## config.mk

```make
export PLATFORM = sky130hd
export DESIGN_NAME = mc_controller_flat
export DESIGN_NICKNAME = d
export VERILOG_FILES = /design/src/rtl/mc_ctrl_pkg.sv /design/src/rtl/mc_ctrl_if.sv /design/src/rtl/mc_controller_alu_decoder.sv /design/src/rtl/mc_controller.sv /design/src/flat_wrapper.sv
export SDC_FILE = /design/constraint.sdc
export NUM_CORES = 1
export LEC_CHECK = 0
export CORE_ASPECT_RATIO = 1.1
export CORE_MARGIN = 5
export CORE_UTILIZATION = 45
export DETAILED_ROUTE_END_ITERATION = 10
export HOLD_SLACK_MARGIN = 0.06
export PLACE_DENSITY = 0.84
export SYNTH_ARGS = -nofsm -noshare
export SYNTH_HDL_FRONTEND = slang
export SYNTH_HIERARCHICAL = 1
export SYNTH_SLANG_ARGS = --single-unit
```

## constraint.sdc

```tcl
create_clock -name clk -period 2.5 [get_ports clk]
set_input_delay 0.5 -clock clk [delete_from_list [all_inputs] [get_ports clk]]
set_output_delay 0.5 -clock clk [all_outputs]
set_load 0.03 [all_outputs]
```

## src/rtl/mc_ctrl_pkg.sv

```systemverilog
// Shared definitions for the multi-cycle RISC-V control unit.
// Holds the controller state enum, the opcode constants the decoder
// recognises, and the encodings of every select bus the controller drives.
package mc_ctrl_pkg;

    typedef enum logic [3:0] {
        S_FETCH,
        S_DECODE,
        S_MEMADR,
        S_MEMREAD,
        S_MEMWB,
        S_MEMWRITE,
        S_EXECR,
        S_EXECI,
        S_ALUWB,
        S_BRANCH,
        S_JAL,
        S_JALR,
        S_JALRLINK,
        S_LUI,
        S_AUIPC,
        S_TRAP
    } state_t;

    localparam logic [6:0] OP_LW    = 7'b0000011;
    localparam logic [6:0] OP_SW    = 7'b0100011;
    localparam logic [6:0] OP_R     = 7'b0110011;
    localparam logic [6:0] OP_I     = 7'b0010011;
    localparam logic [6:0] OP_BR    = 7'b1100011;
    localparam logic [6:0] OP_JAL   = 7'b1101111;
    localparam logic [6:0] OP_JALR  = 7'b1100111;
    localparam logic [6:0] OP_LUI   = 7'b0110111;
    localparam logic [6:0] OP_AUIPC = 7'b0010111;

    localparam logic [2:0] IMM_I = 3'b000;
    localparam logic [2:0] IMM_S = 3'b001;
    localparam logic [2:0] IMM_B = 3'b010;
    localparam logic [2:0] IMM_J = 3'b011;
    localparam logic [2:0] IMM_U = 3'b100;

    localparam logic [2:0] ALU_ADD = 3'b000;
    localparam logic [2:0] ALU_SUB = 3'b001;
    localparam logic [2:0] ALU_AND = 3'b010;
    localparam logic [2:0] ALU_OR  = 3'b011;
    localparam logic [2:0] ALU_XOR = 3'b100;
    localparam logic [2:0] ALU_SLT = 3'b101;

    localparam logic [1:0] ALUOP_ADD   = 2'b00;
    localparam logic [1:0] ALUOP_SUB   = 2'b01;
    localparam logic [1:0] ALUOP_FUNCT = 2'b10;

    localparam logic [1:0] RES_ALUOUT    = 2'b00;
    localparam logic [1:0] RES_DATA      = 2'b01;
    localparam logic [1:0] RES_ALURESULT = 2'b10;

    localparam logic [1:0] SRCA_PC    = 2'b00;
    localparam logic [1:0] SRCA_OLDPC = 2'b01;
    localparam logic [1:0] SRCA_RS1   = 2'b10;
    localparam logic [1:0] SRCA_ZERO  = 2'b11;

    localparam logic [1:0] SRCB_RS2  = 2'b00;
    localparam logic [1:0] SRCB_IMM  = 2'b01;
    localparam logic [1:0] SRCB_FOUR = 2'b10;

endpackage

```

## src/rtl/mc_ctrl_if.sv

```systemverilog
// Controller <-> datapath bundle.
// master: the control unit (takes instruction fields and ALU flags, drives
//         enables and selects).
// slave:  the datapath side (drives instruction fields and flags).
interface mc_ctrl_if;
    import mc_ctrl_pkg::*;

    logic [6:0] op;
    logic [2:0] funct3;
    logic       funct7b5;
    logic       Zero;
    logic       Lt;

    logic       PCWrite;
    logic       AdrSrc;
    logic       MemWrite;
    logic       IRWrite;
    logic       RegWrite;
    logic [1:0] ResultSrc;
    logic [1:0] ALUSrcA;
    logic [1:0] ALUSrcB;
    logic [2:0] ALUControl;
    logic [2:0] ImmSrc;
    logic       illegal;

    modport master (
        input  op, funct3, funct7b5, Zero, Lt,
        output PCWrite, AdrSrc, MemWrite, IRWrite, RegWrite,
               ResultSrc, ALUSrcA, ALUSrcB, ALUControl, ImmSrc, illegal
    );

    modport slave (
        output op, funct3, funct7b5, Zero, Lt,
        input  PCWrite, AdrSrc, MemWrite, IRWrite, RegWrite,
               ResultSrc, ALUSrcA, ALUSrcB, ALUControl, ImmSrc, illegal
    );

endinterface

```

## src/rtl/mc_controller_alu_decoder.sv

```systemverilog
// ALU operation decoder.
// Ports: aluop (00 add, 01 sub, 10 decode funct3), funct3, op5 (instr[5],
// separates R-type from I-type), funct7b5 -> alucontrol, bad_funct.
// bad_funct flags a funct3/funct7b5 combination the ALU cannot execute and
// is evaluated independently of aluop so the FSM can use it in DECODE.
module alu_decoder
    import mc_ctrl_pkg::*;
#(
    parameter bit EXT_ISA = 1'b1
) (
    input  logic [1:0] aluop,
    input  logic [2:0] funct3,
    input  logic       op5,
    input  logic       funct7b5,
    output logic [2:0] alucontrol,
    output logic       bad_funct
);

    always_comb begin
        bad_funct = 1'b0;
        case (funct3)
            3'b000, 3'b010, 3'b110, 3'b111: bad_funct = 1'b0;
            3'b100:                         bad_funct = !EXT_ISA;
            default:                        bad_funct = 1'b1;
        endcase
        // only add/sub carries a funct7 variant in R-type
        if (op5 && funct7b5 && (funct3 != 3'b000)) begin
            bad_funct = 1'b1;
        end
    end

    always_comb begin
        alucontrol = ALU_ADD;
        case (aluop)
            ALUOP_ADD: alucontrol = ALU_ADD;
            ALUOP_SUB: alucontrol = ALU_SUB;
            default: begin
                case (funct3)
                    3'b000:  alucontrol = (op5 && funct7b5) ? ALU_SUB : ALU_ADD;
                    3'b010:  alucontrol = ALU_SLT;
                    3'b100:  alucontrol = EXT_ISA ? ALU_XOR : ALU_ADD;
                    3'b110:  alucontrol = ALU_OR;
                    3'b111:  alucontrol = ALU_AND;
                    default: alucontrol = ALU_ADD;
                endcase
            end
        endcase
    end

endmodule

```

## src/rtl/mc_controller.sv

```systemverilog
// Control unit for the multi-cycle RISC-V core: main FSM, branch-taken
// logic and ImmSrc decode, with the ALU decoder as a sub-block.
// Ports: clk, reset (synchronous, active-high), bus (mc_ctrl_if.master:
// instruction fields and ALU flags in, enables/selects/illegal out).
// Outputs are combinational from state and instruction fields; while reset
// is high every output is held at 0.
//
// state      | meaning
// -----------+-----------------------------------------------
// FETCH      | read instr at PC, PC <= PC+4
// DECODE     | ALUOut <= OldPC+Imm, pick path, catch illegal
// MEMADR     | ALUOut <= rs1+Imm
// MEMREAD    | read memory at ALUOut
// MEMWB      | rd <= Data
// MEMWRITE   | write memory at ALUOut
// EXECR      | ALUOut <= rs1 op rs2
// EXECI      | ALUOut <= rs1 op Imm
// ALUWB      | rd <= ALUOut
// BRANCH     | compare rs1/rs2, PC <= ALUOut if taken
// JAL        | PC <= ALUOut, ALUOut <= OldPC+4
// JALR       | PC <= rs1+Imm
// JALRLINK   | ALUOut <= OldPC+4
// LUI        | ALUOut <= 0+Imm
// AUIPC      | ALUOut <= OldPC+Imm
// TRAP       | illegal instruction, all enables off
module mc_controller
    import mc_ctrl_pkg::*;
#(
    parameter bit EXT_ISA     = 1'b1,
    parameter bit TRAP_STICKY = 1'b1
) (
    input  logic       clk,
    input  logic       reset,
    mc_ctrl_if.master  bus
);

    state_t     state, state_n, decode_next;
    logic       pc_write, adr_src, mem_write, ir_write, reg_write, trap;
    logic [1:0] result_src, alu_src_a, alu_src_b, alu_op;
    logic [2:0] alu_control, imm_src;
    logic       bad_funct, br_ok, br_taken;

    alu_decoder #(.EXT_ISA(EXT_ISA)) u_alu_dec (
        .aluop      (alu_op),
        .funct3     (bus.funct3),
        .op5        (bus.op[5]),
        .funct7b5   (bus.funct7b5),
        .alucontrol (alu_control),
        .bad_funct  (bad_funct)
    );

    always_ff @(posedge clk) begin
        if (reset) state <= S_FETCH;
        else       state <= state_n;
    end

    always_comb begin
        imm_src = IMM_I;
        case (bus.op)
            OP_SW:            imm_src = IMM_S;
            OP_BR:            imm_src = IMM_B;
            OP_JAL:           imm_src = IMM_J;
            OP_LUI, OP_AUIPC: imm_src = IMM_U;
            default:          imm_src = IMM_I;
        endcase
    end

    always_comb begin
        br_ok    = 1'b0;
        br_taken = 1'b0;
        case (bus.funct3)
            3'b000: begin br_ok = 1'b1;    br_taken = bus.Zero;  end
            3'b001: begin br_ok = EXT_ISA; br_taken = !bus.Zero; end
            3'b100: begin br_ok = EXT_ISA; br_taken = bus.Lt;    end
            3'b101: begin br_ok = EXT_ISA; br_taken = !bus.Lt;   end
            default: begin br_ok = 1'b0;   br_taken = 1'b0;      end
        endcase
    end

    always_comb begin
        decode_next = S_TRAP;
        case (bus.op)
            OP_LW, OP_SW: decode_next = S_MEMADR;
            OP_R:         decode_next = bad_funct ? S_TRAP : S_EXECR;
            OP_I:         decode_next = bad_funct ? S_TRAP : S_EXECI;
            OP_BR:        decode_next = br_ok ? S_BRANCH : S_TRAP;
            OP_JAL:       decode_next = S_JAL;
            OP_JALR:      decode_next = EXT_ISA ? S_JALR : S_TRAP;
            OP_LUI:       decode_next = EXT_ISA ? S_LUI : S_TRAP;
            OP_AUIPC:     decode_next = EXT_ISA ? S_AUIPC : S_TRAP;
            default:      decode_next = S_TRAP;
        endcase
    end

    always_comb begin
        state_n    = state;
        pc_write   = 1'b0;
        adr_src    = 1'b0;
        mem_write  = 1'b0;
        ir_write   = 1'b0;
        reg_write  = 1'b0;
        trap       = 1'b0;
        result_src = RES_ALUOUT;
        alu_src_a  = SRCA_PC;
        alu_src_b  = SRCB_RS2;
        alu_op     = ALUOP_ADD;
        case (state)
            S_FETCH: begin
                ir_write   = 1'b1;
                pc_write   = 1'b1;
                alu_src_b  = SRCB_FOUR;
                result_src = RES_ALURESULT;
                state_n    = S_DECODE;
            end
            S_DECODE: begin
                alu_src_a = SRCA_OLDPC;
                alu_src_b = SRCB_IMM;
                state_n   = decode_next;
            end
            S_MEMADR: begin
                alu_src_a = SRCA_RS1;
                alu_src_b = SRCB_IMM;
                state_n   = (bus.op == OP_LW) ? S_MEMREAD : S_MEMWRITE;
            end
            S_MEMREAD: begin
                adr_src = 1'b1;
                state_n = S_MEMWB;
            end
            S_MEMWB: begin
                result_src = RES_DATA;
                reg_write  = 1'b1;
                state_n    = S_FETCH;
            end
            S_MEMWRITE: begin
                adr_src   = 1'b1;
                mem_write = 1'b1;
                state_n   = S_FETCH;
            end
            S_EXECR: begin
                alu_src_a = SRCA_RS1;
                alu_op    = ALUOP_FUNCT;
                state_n   = S_ALUWB;
            end
            S_EXECI: begin
                alu_src_a = SRCA_RS1;
                alu_src_b = SRCB_IMM;
                alu_op    = ALUOP_FUNCT;
                state_n   = S_ALUWB;
            end
            S_ALUWB: begin
                reg_write = 1'b1;
                state_n   = S_FETCH;
            end
            S_BRANCH: begin
                alu_src_a = SRCA_RS1;
                alu_op    = ALUOP_SUB;
                pc_write  = br_taken;
                state_n   = S_FETCH;
            end
            S_JAL: begin
                alu_src_a = SRCA_OLDPC;
                alu_src_b = SRCB_FOUR;
                pc_write  = 1'b1;
                state_n   = S_ALUWB;
            end
            S_JALR: begin
                alu_src_a  = SRCA_RS1;
                alu_src_b  = SRCB_IMM;
                result_src = RES_ALURESULT;
                pc_write   = 1'b1;
                state_n    = S_JALRLINK;
            end
            S_JALRLINK: begin
                alu_src_a = SRCA_OLDPC;
                alu_src_b = SRCB_FOUR;
                state_n   = S_ALUWB;
            end
            S_LUI: begin
                alu_src_a = SRCA_ZERO;
                alu_src_b = SRCB_IMM;
                state_n   = S_ALUWB;
            end
            S_AUIPC: begin
                alu_src_a = SRCA_OLDPC;
                alu_src_b = SRCB_IMM;
                state_n   = S_ALUWB;
            end
            S_TRAP: begin
                trap    = 1'b1;
                state_n = TRAP_STICKY ? S_TRAP : S_FETCH;
            end
            default: state_n = S_FETCH;
        endcase
    end

    // reset masks everything so an interrupted instruction cannot write
    assign bus.PCWrite    = !reset && pc_write;
    assign bus.AdrSrc     = !reset && adr_src;
    assign bus.MemWrite   = !reset && mem_write;
    assign bus.IRWrite    = !reset && ir_write;
    assign bus.RegWrite   = !reset && reg_write;
    assign bus.illegal    = !reset && trap;
    assign bus.ResultSrc  = reset ? 2'b00 : result_src;
    assign bus.ALUSrcA    = reset ? 2'b00 : alu_src_a;
    assign bus.ALUSrcB    = reset ? 2'b00 : alu_src_b;
    assign bus.ALUControl = reset ? 3'b000 : alu_control;
    assign bus.ImmSrc     = reset ? 3'b000 : imm_src;

endmodule

```

## src/flat_wrapper.sv

```systemverilog
// flat-port wrapper written by rule: the top's interface ports become plain ports
module mc_controller_flat import mc_ctrl_pkg::*;
#(
    parameter bit EXT_ISA     = 1'b1,
    parameter bit TRAP_STICKY = 1'b1
)
  (clk, reset, bus_op, bus_funct3, bus_funct7b5, bus_Zero, bus_Lt, bus_PCWrite, bus_AdrSrc, bus_MemWrite, bus_IRWrite, bus_RegWrite, bus_ResultSrc, bus_ALUSrcA, bus_ALUSrcB, bus_ALUControl, bus_ImmSrc, bus_illegal);
  mc_ctrl_if bus_i ();
  input  logic clk;
  input  logic reset;
  input wire logic [$bits(bus_i.op)-1:0] bus_op;
  input wire logic [$bits(bus_i.funct3)-1:0] bus_funct3;
  input wire logic [$bits(bus_i.funct7b5)-1:0] bus_funct7b5;
  input wire logic [$bits(bus_i.Zero)-1:0] bus_Zero;
  input wire logic [$bits(bus_i.Lt)-1:0] bus_Lt;
  output wire logic [$bits(bus_i.PCWrite)-1:0] bus_PCWrite;
  output wire logic [$bits(bus_i.AdrSrc)-1:0] bus_AdrSrc;
  output wire logic [$bits(bus_i.MemWrite)-1:0] bus_MemWrite;
  output wire logic [$bits(bus_i.IRWrite)-1:0] bus_IRWrite;
  output wire logic [$bits(bus_i.RegWrite)-1:0] bus_RegWrite;
  output wire logic [$bits(bus_i.ResultSrc)-1:0] bus_ResultSrc;
  output wire logic [$bits(bus_i.ALUSrcA)-1:0] bus_ALUSrcA;
  output wire logic [$bits(bus_i.ALUSrcB)-1:0] bus_ALUSrcB;
  output wire logic [$bits(bus_i.ALUControl)-1:0] bus_ALUControl;
  output wire logic [$bits(bus_i.ImmSrc)-1:0] bus_ImmSrc;
  output wire logic [$bits(bus_i.illegal)-1:0] bus_illegal;
  assign bus_i.op = bus_op;
  assign bus_i.funct3 = bus_funct3;
  assign bus_i.funct7b5 = bus_funct7b5;
  assign bus_i.Zero = bus_Zero;
  assign bus_i.Lt = bus_Lt;
  assign bus_PCWrite = bus_i.PCWrite;
  assign bus_AdrSrc = bus_i.AdrSrc;
  assign bus_MemWrite = bus_i.MemWrite;
  assign bus_IRWrite = bus_i.IRWrite;
  assign bus_RegWrite = bus_i.RegWrite;
  assign bus_ResultSrc = bus_i.ResultSrc;
  assign bus_ALUSrcA = bus_i.ALUSrcA;
  assign bus_ALUSrcB = bus_i.ALUSrcB;
  assign bus_ALUControl = bus_i.ALUControl;
  assign bus_ImmSrc = bus_i.ImmSrc;
  assign bus_illegal = bus_i.illegal;
  mc_controller #(.EXT_ISA(EXT_ISA), .TRAP_STICKY(TRAP_STICKY)) u_core (.clk(clk), .reset(reset), .bus(bus_i));
endmodule
```

==> out/results.tsv <==
stage	metric	value	unit
status	run_status	complete, no violations	
timing	setup_violations	0	
cts	cts_setup_buffers	0	
floorplanning	fp.dieH	53.8	µm
floorplanning	die_width	49.8	µm
job	drv_cap	0	
timing	finalMaxSlewViolations	0	
cts	cts_tree	yes	
worst_setup_path	crit_arrival	1.82	ns
global_route	antenna_found_initial	0	
floorplanning	initial_core_util	48.5	%
yosys	syn_avg_cell_area	6.69	µm²
final_layout	nets	166	
yosys	synth_top_family_by_area	simple AND/OR/NAND/NOR gates	
cts	clock_sinks	4	
power_and_ir_drop	power_frac_clock	11.0	%
routing	postRouteAntennaNets	0	
floorplanning	rows	15	
hold_path	hp-class	flip-flop to flip-flop	
final_layout	regMostFlops	u_core/state	
placed_design	io_buffers	32	
worst_setup_path	setup.worst_path.end_class	primary output	
final_layout	finalNonFillerCells	166	
yosys	ys_types	44	
routing	viasPerCell	5.82	
routing	drt_iter0_drc	17	
timing	finClkSkew	0.00946	ns
cts	clock_path_buffers	2	
timing	rsz0062_at_grt	false	
routing	num_vias	966	
global_route	grt_max_degree	19	
routing	first_pass_iters	4	
routing	post_drt_wl_per_cell	13.3	µm
power_and_ir_drop	leakage	0.000458	µW
final_layout	largest_register_ffs	4	
power_and_ir_drop	power_frac_comb	72.2	%
floorplanning	dieArea	2680	µm²
worst_setup_path	start_kind	primary input	
power_and_ir_drop	p_total	803	µW
power_and_ir_drop	p_seq_share	16.7	%
worst_setup_path	crit_required	2.00	ns
yosys	synth_compound_area_share	27.2	%
yosys	synthesis.area	783	µm²
yosys	synth.area.mux_share	3.83	%
global_route	grt_pass1_wl	3.77	mm
final_layout	largest_registers	u_core/state: 4 flops	
yosys	seq_area_frac_synth	10.2	%
yosys	synthXorXnorAreaFrac	6.71	%
yosys	syn_nets	132	
yosys	synthFlopType	dfxtp_1	
final_layout	n_antenna_cell	0	
yosys	synth_warnings	6	
power_and_ir_drop	power_switching	416	µW
timing	fmax	0.431	GHz
cts	htree_levels	1	
power_and_ir_drop	power_density	722	nW/µm²
power_and_ir_drop	irDropWorstVdd	0.335	mV
timing	fin_crit_sh	92.8	%
worst_setup_path	crit_type	primary input to primary output	
final_layout	final_layout_size_suffix_gt1_share	24.2	%
timing	finalCriticalPeriod	2.32	ns
timing	worst-slew-pin-transition	0.509	ns
yosys	synth_fa_ha_area_share	0	%
global_route	grt_pass1_vias	857	
yosys	synth_seq_cells	4	
yosys	syn_inst	117	
global_route	grt.total_usage	17.6	%
placed_design	dp_slack	0.0392	ns
placed_design	dp_hpwl	1.72	mm
routing	drc	0	
floorplanning	core_area	1610	µm²
placed_design	place_congestion	0.788	
yosys	async_reset_ff_share	0	%
timing	slew_headroom	66.0	%
routing	drt_wl_total	2.21	mm
floorplanning	num_io_pins	33	
timing	worst_slack	0.180	ns
final_layout	area_growth	42.0	%
cts	clk_latency	0.25	ns
yosys	synth-simple-area-share	41.5	%
power_and_ir_drop	intPower	387	µW
power_and_ir_drop	p_sw_share	51.8	%
global_route	grt_overflow	0	
timing	finalHoldViolations	0	
timing	fin_setup_tns	0	ns
cts	clockRootBuffer	clkbuf_4	
placed_design	placed_cells	163	
cts	numCtsBuffers	3	
yosys	synth_edf_count	0	
worst_setup_path	path_max_fanout	10	
timing	holdWs	0.672	ns
cts	clkTransAtPathRegs	0.04	ns
[placed cells by master, fill, tap and decap left out, drive strengths merged]
cell / count
a211o: 2
clkdlybuf4s50: 13
a21boi: 2
o211ai: 2
nand3b: 1
nor2b: 5
nand3: 4
inv: 4
nand2b: 5
or2: 1
or4b: 1
clkbuf: 3
a22oi: 1
nand2: 8
nor2: 9
dfxtp: 4
mux2i: 3
nor4b: 2
o31ai: 1
a311oi: 2
a221oi: 1
buf: 28
o21ba: 1
xor2: 1
and3b: 1
o21ai: 3
nor3: 8
xnor2: 5
a211oi: 2
nand4: 1
a21oi: 7
a31oi: 3
nor4: 3
dlymetal6s2s: 1
or3: 2
o32ai: 2
nand4bb: 1
and3: 5
and2: 1
[repair_timing]
item,in CTS,in global routing
resized for setup,0,1
setup endpoints to repair,0,1
hold buffers,0,0
[power by group through the flow]
| stage | registers, µW | logic (µW) | clock network (µW) |
|---|---|---|---|
| 2_1_floorplan | 93.2 | 445 | 0 |
| 3_3_place_gp | 133 | 567 | 0 |
| 3_5_place_dp | 134 | 580 | 0 |
| 4_1_cts | 132 | 581 | 92.7 |
| 5_1_grt | 142 | 637 | 91.9 |
| 6_report | 134 | 580 | 88.6 |
[critical path, stage by stage]
cell and delay, ns:
clkdlybuf4s50_1 0.50, buf_4 0.18, nand3b_1 0.10, a221oi_2 0.21, nor2b_1 0.16, buf_4 0.17
[per-layer routing]
metal | GRT usage (%) | vias up | routed length (µm)
met5 | 0 | - | 0
met1 | 19.7 | 430 | 924
met2 | 32.6 | 33 | 1110
met3 | 3.60 | 2 | 150
li1 | - | 501 | -
met4 | 6.55 | 0 | 19
[worst paths after layout]
path	endpoint	cells after the start	slack [ns]	start
max reg2reg	u_core/state[0]	4	1.08	u_core/state[0]
max	bus_ALUControl[0]	6	0.18	bus_op[5]
min reg2reg	u_core/state[3]	2	0.67	u_core/state[2]
min	u_core/state[3]	2	0.67	u_core/state[2]
[cell type report]
cell class | instances | area (µm²)
Clock buffer | 3 | 22.5
Fill cell | 142 | 502
Inverter | 4 | 15.0
Multi-Input combinational cell | 96 | 621
Sequential cell | 4 | 80.1
Tap cell | 17 | 21.3
Timing Repair Buffer | 42 | 353
[cell usage after synthesis (2+ instances only)]
cell | n | area, µm²
and3_1 | 5 | 31.3
or3_1 | 2 | 12.5
nor2_1 | 9 | 33.8
a21oi_1 | 7 | 35.0
nand2b_1 | 4 | 25.0
o21ai_0 | 2 | 10.0
o211ai_1 | 2 | 15.0
buf_2 | 8 | 40.0
nor2b_1 | 5 | 31.3
o32ai_1 | 2 | 17.5
dfxtp_1 | 4 | 80.1
xnor2_1 | 5 | 43.8
a211o_1 | 2 | 17.5
nor3_1 | 8 | 40.0
nor4b_1 | 2 | 17.5
nand3_1 | 4 | 20.0
a31oi_1 | 3 | 18.8
a211oi_1 | 2 | 15.0
mux2i_1 | 3 | 30.0
a21boi_1 | 2 | 15.0
nand2_1 | 8 | 30.0
inv_1 | 3 | 11.3
nor4_1 | 3 | 18.8
clkbuf_1 | 2 | 7.51
[stage by stage]
stage               util (%)  cell area, µm²
floorplan                  -             783
global placement        67.4            1090
detailed placement      67.4            1090
CTS                     68.8            1110
global route            68.9            1110
finish                  68.9            1110
[logic make-up (layout without fill, tap and decap cells)]
kind of cell / count (synthesis) / in the layout
compound gates: 29 / 29
xor+xnor: 6 / 6
buf+inv: 17 / 49
flops: 4 / 4
mux: 3 / 3
simple gates: 58 / 58
No activity file was read; power rests on OpenSTA's default activity.
